$ cat config.mk
export PLATFORM = sky130hd
export DESIGN_NAME = uart_rx_deserializer_flat
export DESIGN_NICKNAME = d
export VERILOG_FILES = /design/src/rtl/uart_rx_deserializer_if.sv /design/src/rtl/uart_rx_deserializer.sv /design/src/flat_wrapper.sv
export SDC_FILE = /design/constraint.sdc
export NUM_CORES = 1
export LEC_CHECK = 0
export CAP_MARGIN = 40
export CORE_ASPECT_RATIO = 1.5
export CORE_MARGIN = 4
export CORE_UTILIZATION = 50
export DETAILED_ROUTE_END_ITERATION = 10
export PLACE_DENSITY = 0.71
export SYNTH_ARGS = -nofsm -noshare
export SYNTH_HDL_FRONTEND = slang
export SYNTH_SLANG_ARGS = --single-unit
$ cat constraint.sdc
create_clock -name clk -period 2.6 [get_ports clk]
set_clock_uncertainty 0.05 [all_clocks]
set_input_delay 0.52 -clock clk [delete_from_list [all_inputs] [get_ports clk]]
set_output_delay 0.52 -clock clk [all_outputs]
set_load 0.02 [all_outputs]
$ cat src/rtl/uart_rx_deserializer_if.sv
// Receive-side result bundle of uart_rx_deserializer: recovered byte plus its status pulses.
// master drives the bundle (the receiver); slave observes it (the program collector).
interface uart_rx_deserializer_if;
  logic [7:0] rx_data;
  logic       rx_valid;
  logic       rx_frame_err;
  logic       rx_parity_err;

  modport master (
    output rx_data,
    output rx_valid,
    output rx_frame_err,
    output rx_parity_err
  );

  modport slave (
    input rx_data,
    input rx_valid,
    input rx_frame_err,
    input rx_parity_err
  );
endinterface

$ cat src/rtl/uart_rx_deserializer.sv
// Oversampling UART receiver for the boot path: recovers 8N1 bytes as one-cycle pulses.
// Define UART_RX_PARITY_EN to receive 8E1 frames and report even-parity mismatches.
module uart_rx_deserializer #(
  parameter int CLK_FREQ_HZ = 100_000_000,
  parameter int BAUD_RATE   = 115_200,
  parameter int OVERSAMPLE  = 16
) (
  input  logic clk,
  input  logic rst,
  input  logic rx_serial,
  output logic busy,
  uart_rx_deserializer_if.master rx
);

  localparam int DIV    = CLK_FREQ_HZ / (BAUD_RATE * OVERSAMPLE);
  localparam int DIV_W  = (DIV > 1) ? $clog2(DIV) : 1;
  localparam int TICK_W = $clog2(OVERSAMPLE);

  localparam logic [DIV_W-1:0]  DIV_LAST  = DIV_W'(DIV - 1);
  localparam logic [TICK_W-1:0] HALF_LAST = TICK_W'(OVERSAMPLE / 2 - 1);
  localparam logic [TICK_W-1:0] FULL_LAST = TICK_W'(OVERSAMPLE - 1);

  typedef enum logic [2:0] {
    S_IDLE,
    S_START,
    S_DATA,
`ifdef UART_RX_PARITY_EN
    S_PARITY,
`endif
    S_STOP,
    S_WAIT_HIGH
  } state_t;

  state_t state;
  state_t state_next;

  logic              sync_meta;
  logic              line;
  logic [DIV_W-1:0]  div_cnt;
  logic              div_clr;
  logic              tick;
  logic              mid_bit;
  logic [TICK_W-1:0] tick_cnt;
  logic [TICK_W-1:0] tick_cnt_next;
  logic [2:0]        bit_idx;
  logic [2:0]        bit_idx_next;
  logic [7:0]        shreg;
  logic [7:0]        shreg_next;
  logic [7:0]        data_q;
  logic [7:0]        data_next;
  logic              valid_q;
  logic              valid_next;
  logic              frame_q;
  logic              frame_next;
`ifdef UART_RX_PARITY_EN
  logic              par_bit;
  logic              par_bit_next;
  logic              perr_q;
  logic              perr_next;
`endif

  always_ff @(posedge clk) begin
    if (rst) begin
      sync_meta <= 1'b1;
      line      <= 1'b1;
    end else begin
      sync_meta <= rx_serial;
      line      <= sync_meta;
    end
  end

  // Restarting the divider at the start edge puts every sample near the bit centre.
  assign tick = (div_cnt == DIV_LAST);

  always_ff @(posedge clk) begin
    if (rst) begin
      div_cnt <= '0;
    end else if (div_clr || tick) begin
      div_cnt <= '0;
    end else begin
      div_cnt <= div_cnt + 1'b1;
    end
  end

  assign mid_bit = tick && (tick_cnt == ((state == S_START) ? HALF_LAST : FULL_LAST));

  always_ff @(posedge clk) begin
    if (rst) begin
      state    <= S_IDLE;
      tick_cnt <= '0;
      bit_idx  <= '0;
      shreg    <= '0;
      data_q   <= '0;
      valid_q  <= 1'b0;
      frame_q  <= 1'b0;
`ifdef UART_RX_PARITY_EN
      par_bit  <= 1'b0;
      perr_q   <= 1'b0;
`endif
    end else begin
      state    <= state_next;
      tick_cnt <= tick_cnt_next;
      bit_idx  <= bit_idx_next;
      shreg    <= shreg_next;
      data_q   <= data_next;
      valid_q  <= valid_next;
      frame_q  <= frame_next;
`ifdef UART_RX_PARITY_EN
      par_bit  <= par_bit_next;
      perr_q   <= perr_next;
`endif
    end
  end

  // Leaving STOP at its midpoint leaves half a bit to catch an immediately following start.
  always_comb begin
    state_next    = state;
    tick_cnt_next = tick ? tick_cnt + 1'b1 : tick_cnt;
    bit_idx_next  = bit_idx;
    shreg_next    = shreg;
    data_next     = data_q;
    valid_next    = 1'b0;
    frame_next    = 1'b0;
    div_clr       = 1'b0;
`ifdef UART_RX_PARITY_EN
    par_bit_next  = par_bit;
    perr_next     = 1'b0;
`endif

    case (state)
      S_IDLE: begin
        if (!line) begin
          state_next    = S_START;
          div_clr       = 1'b1;
          tick_cnt_next = '0;
        end
      end

      S_START: begin
        if (mid_bit) begin
          tick_cnt_next = '0;
          if (line) begin
            state_next = S_IDLE;
          end else begin
            state_next   = S_DATA;
            bit_idx_next = '0;
          end
        end
      end

      S_DATA: begin
        if (mid_bit) begin
          tick_cnt_next       = '0;
          shreg_next[bit_idx] = line;
          if (bit_idx == 3'd7) begin
`ifdef UART_RX_PARITY_EN
            state_next = S_PARITY;
`else
            state_next = S_STOP;
`endif
          end else begin
            bit_idx_next = bit_idx + 1'b1;
          end
        end
      end

`ifdef UART_RX_PARITY_EN
      S_PARITY: begin
        if (mid_bit) begin
          tick_cnt_next = '0;
          par_bit_next  = line;
          state_next    = S_STOP;
        end
      end
`endif

      S_STOP: begin
        if (mid_bit) begin
          tick_cnt_next = '0;
          if (!line) begin
            frame_next = 1'b1;
            state_next = S_WAIT_HIGH;
          end else begin
            state_next = S_IDLE;
`ifdef UART_RX_PARITY_EN
            if (par_bit != ^shreg) begin
              perr_next = 1'b1;
            end else begin
              valid_next = 1'b1;
              data_next  = shreg;
            end
`else
            valid_next = 1'b1;
            data_next  = shreg;
`endif
          end
        end
      end

      S_WAIT_HIGH: begin
        if (line) begin
          state_next = S_IDLE;
        end
      end

      default: begin
        state_next = S_IDLE;
      end
    endcase
  end

  assign busy            = (state != S_IDLE);
  assign rx.rx_data      = data_q;
  assign rx.rx_valid     = valid_q;
  assign rx.rx_frame_err = frame_q;
`ifdef UART_RX_PARITY_EN
  assign rx.rx_parity_err = perr_q;
`else
  assign rx.rx_parity_err = 1'b0;
`endif

endmodule

$ cat src/flat_wrapper.sv
// flat-port wrapper written by rule: the top's interface ports become plain ports
module uart_rx_deserializer_flat 
#(
  parameter int CLK_FREQ_HZ = 100_000_000,
  parameter int BAUD_RATE   = 115_200,
  parameter int OVERSAMPLE  = 16
)
  (clk, rst, rx_serial, busy, rx_rx_data, rx_rx_valid, rx_rx_frame_err, rx_rx_parity_err);
  uart_rx_deserializer_if rx_i ();
  input  logic clk;
  input  logic rst;
  input  logic rx_serial;
  output logic busy;
  output wire logic [$bits(rx_i.rx_data)-1:0] rx_rx_data;
  output wire logic [$bits(rx_i.rx_valid)-1:0] rx_rx_valid;
  output wire logic [$bits(rx_i.rx_frame_err)-1:0] rx_rx_frame_err;
  output wire logic [$bits(rx_i.rx_parity_err)-1:0] rx_rx_parity_err;
  assign rx_rx_data = rx_i.rx_data;
  assign rx_rx_valid = rx_i.rx_valid;
  assign rx_rx_frame_err = rx_i.rx_frame_err;
  assign rx_rx_parity_err = rx_i.rx_parity_err;
  uart_rx_deserializer #(.CLK_FREQ_HZ(CLK_FREQ_HZ), .BAUD_RATE(BAUD_RATE), .OVERSAMPLE(OVERSAMPLE)) u_core (.clk(clk), .rst(rst), .rx_serial(rx_serial), .busy(busy), .rx(rx_i));
endmodule
==> run metrics <==
status completed; fmax 440 MHz; CTS Buf Count 5; syn_area_per_cell 8.90 um^2; Seq/Total Area, Yosys 43.1%; Die Area 4350 um^2; Longest Clk Path Bufs 2; number of I/O port buffers 13; Final ANT Viol Nets 0; Max transition margin 51.2%; Required @ worst endpoint 2.03 ns; vias per std cell 5.66; minimum clock period 2.27 ns; count of final hold-check violations 0; Clk Latency, worst-skew pair 0.29 ns; drt drc 0; crit path from u_core.state[1]; initial DRC count 53; Root Driver clkbuf_8; met1 WL 1340 um; cells on worst reg2reg path 5; Synth Register Bits 36; H-tree levels 2; Seq pwr share 44.0%; PD cells 652 nW/um^2; routability cong. 0.789; Warnings, synthesis 0; clk sinks 36; peak supply drop 0.552 mV; diode count 0; total negative slack 0 ns; proportion of power drawn by the clock network 53.0%; post-DR wirelength/cell 13.9 um; Core Footprint 3190 um^2; most common cell after layout, fill and taps aside dfxtp_1; Final Max Tran Viols 0; Switching Fraction 18.2%; met3 wire len 133 um; min-delay src u_core.sync_meta; number of detailed-route iterations in the first pass 4; dpl ws 0.507 ns; GRT overflow 0; worst hold slack 0.366 ns; Worst R2R Start u_core.tick_cnt[0]; share of cells above drive strength 1 8.50%; total setup buffers inserted after CTS 0; combinational power share 3.0%; Switch Pwr 0.235 mW; CP Launch Type register; Initial Util 52.4%; vias in the first global route 1364; Die Wd 55.2 um; cells after synthesis 188; nature of the critical path endpoint primary output; Yosys cell types 36; critical path data arrival time 1.70 ns; via count 1358; Least-Margin Pin Slew 0.726 ns; I/O pins 15; min-delay worst type register to register; Internal 1.05 mW; first-pass GRT wire length 5920 um; initial antenna violation count 0; Layout area overhead 18.2%; CTS resizes 0; largest net degree at the start of global routing 19; final worst path period share 87.3%; uppermost routed layer met4; syn_nets 196; Routed WL 3340 um; Vert. Die Dim 78.8 um; clock-pin slew on the worst setup and hold paths 0.07 ns; DP HPWL 2460 um; WS Path Type register to primary output; final setup fails 0; leading cell types in the layout, fill and taps excluded dfxtp_1 (36), nor2_1 (25), nand3_1 (15); layout filler cell count 286; Mapped Area 1670 um^2; Final nets 207; CTS tree done; Hold-fix buffers, CTS 0; Row Count 25; worst hold path depth 1; Max Cap Violations 0; worst setup margin 0.330 ns; Met2 Wirelength 1780 um; worst-path fanout max 15; Leak Pwr 0.693 nW; RSZ-0062 raised after global routing no; All-Layer GR Usage 17.3%
-- sequential cells by signal (all words and copies together) (netlist names) --
register,cells
u_core.rx.rx_data,8
u_core.shreg,8
u_core.div_cnt,6
u_core.tick_cnt,4
u_core.bit_idx,3
u_core.state,3
u_core.line,1
u_core.rx.rx_frame_err,1
u_core.rx.rx_valid,1
u_core.sync_meta,1
-- stage by stage --
stage	power, mW	area, um^2	std cells	util (%)
6_report	1.29	1980	240	62.0
2_1_floorplan	0.607	1670	188	-
3_3_place_gp	0.616	1820	232	57.0
3_5_place_dp	0.618	1820	232	57.0
5_1_grt	1.33	1980	240	62.0
4_1_cts	1.30	1980	240	62.0
-- kinds of logic (layout without fill, tap and decap cells) --
| logic type | Yosys count | count (layout) | synth area share [%] |
|---|---|---|---|
| AOI/OAI and AO/OA | 26 | 26 | 8.68 |
| xor gates and xnor gates | 9 | 9 | 4.71 |
| adders and majority gates | 5 | 5 | 3.74 |
| buffers and inverters | 14 | 26 | 3.44 |
| DFF | 36 | 36 | 43.1 |
| muxes | 11 | 11 | 6.58 |
| other | 1 | 1 | 0.224 |
| and+or+nand+nor | 86 | 86 | 29.5 |
-- power by group through the flow --
stage,combinational (mW),sequential [mW],clock [mW]
floorplan,0.0327,0.574,0
global placement,0.0372,0.578,0
detailed placement,0.0386,0.579,0
CTS,0.0391,0.566,0.691
global route,0.0436,0.567,0.720
finish,0.0388,0.566,0.683
-- metal layers --
layer	vias to the layer above	track usage (%)
met5	-	0
met4	0	9.98
met3	8	5.53
met2	24	31.4
met1	652	16.9
li1	674	-
-- critical path: stages, from the launching register on --
cell and delay, ns:
dfxtp_1 0.46, or3_1 0.41, clkdlybuf4s50_1 0.54
-- area by class of cell --
class	count	area, um^2	area share [%]
clock buffers	5	68.8	3.48
clock inverters	3	90.1	4.56
inverters	4	15.0	0.759
multi-input cells	138	895	45.3
flip-flops and latches	36	721	36.5
well taps	40	50.0	2.53
repair buffers	14	138	6.96
-- cells in the mapped netlist --
cell,n,area share [%]
dfxtp_1,36,43
nor2_1,25,5.6
nand3_1,15,4.5
o21ai_0,12,3.6
mux2i_1,11,6.6
a21oi_1,9,2.7
clkbuf_1,8,1.8
nand2_1,7,1.6
nor3_1,7,2.1
nand2b_1,6,2.2
xnor2_1,6,3.1
ha_1,5,3.7
inv_1,4,0.90
nand4_1,4,1.5
nor2b_1,3,1.1
nor3b_1,3,1.3
nor4_1,3,1.1
xor2_1,3,1.6
nand3b_1,2,0.90
or2_2,2,0.75
or3_1,2,0.75
a211oi_1,1,0.45
a41oi_1,1,0.52
and3_1,1,0.37
and3b_2,1,0.60
and4_1,1,0.52
buf_2,1,0.30
buf_4,1,0.45
conb_1,1,0.22
nand3b_4,1,1.2
nor4_4,1,1.3
nor4b_4,1,1.4
o21ai_1,1,0.30
o21bai_1,1,0.45
o221a_2,1,0.67
or4_4,1,0.67
-- final timing paths --
| check | to | slack [ns] |
|---|---|---|
| setup reg to reg | u_core.bit_idx[2] | 0.49 |
| hold reg to reg | u_core.line | 0.37 |
| setup / recovery | busy | 0.33 |
| hold / removal | u_core.line | 0.37 |
(Power assumes the default switching activity.)
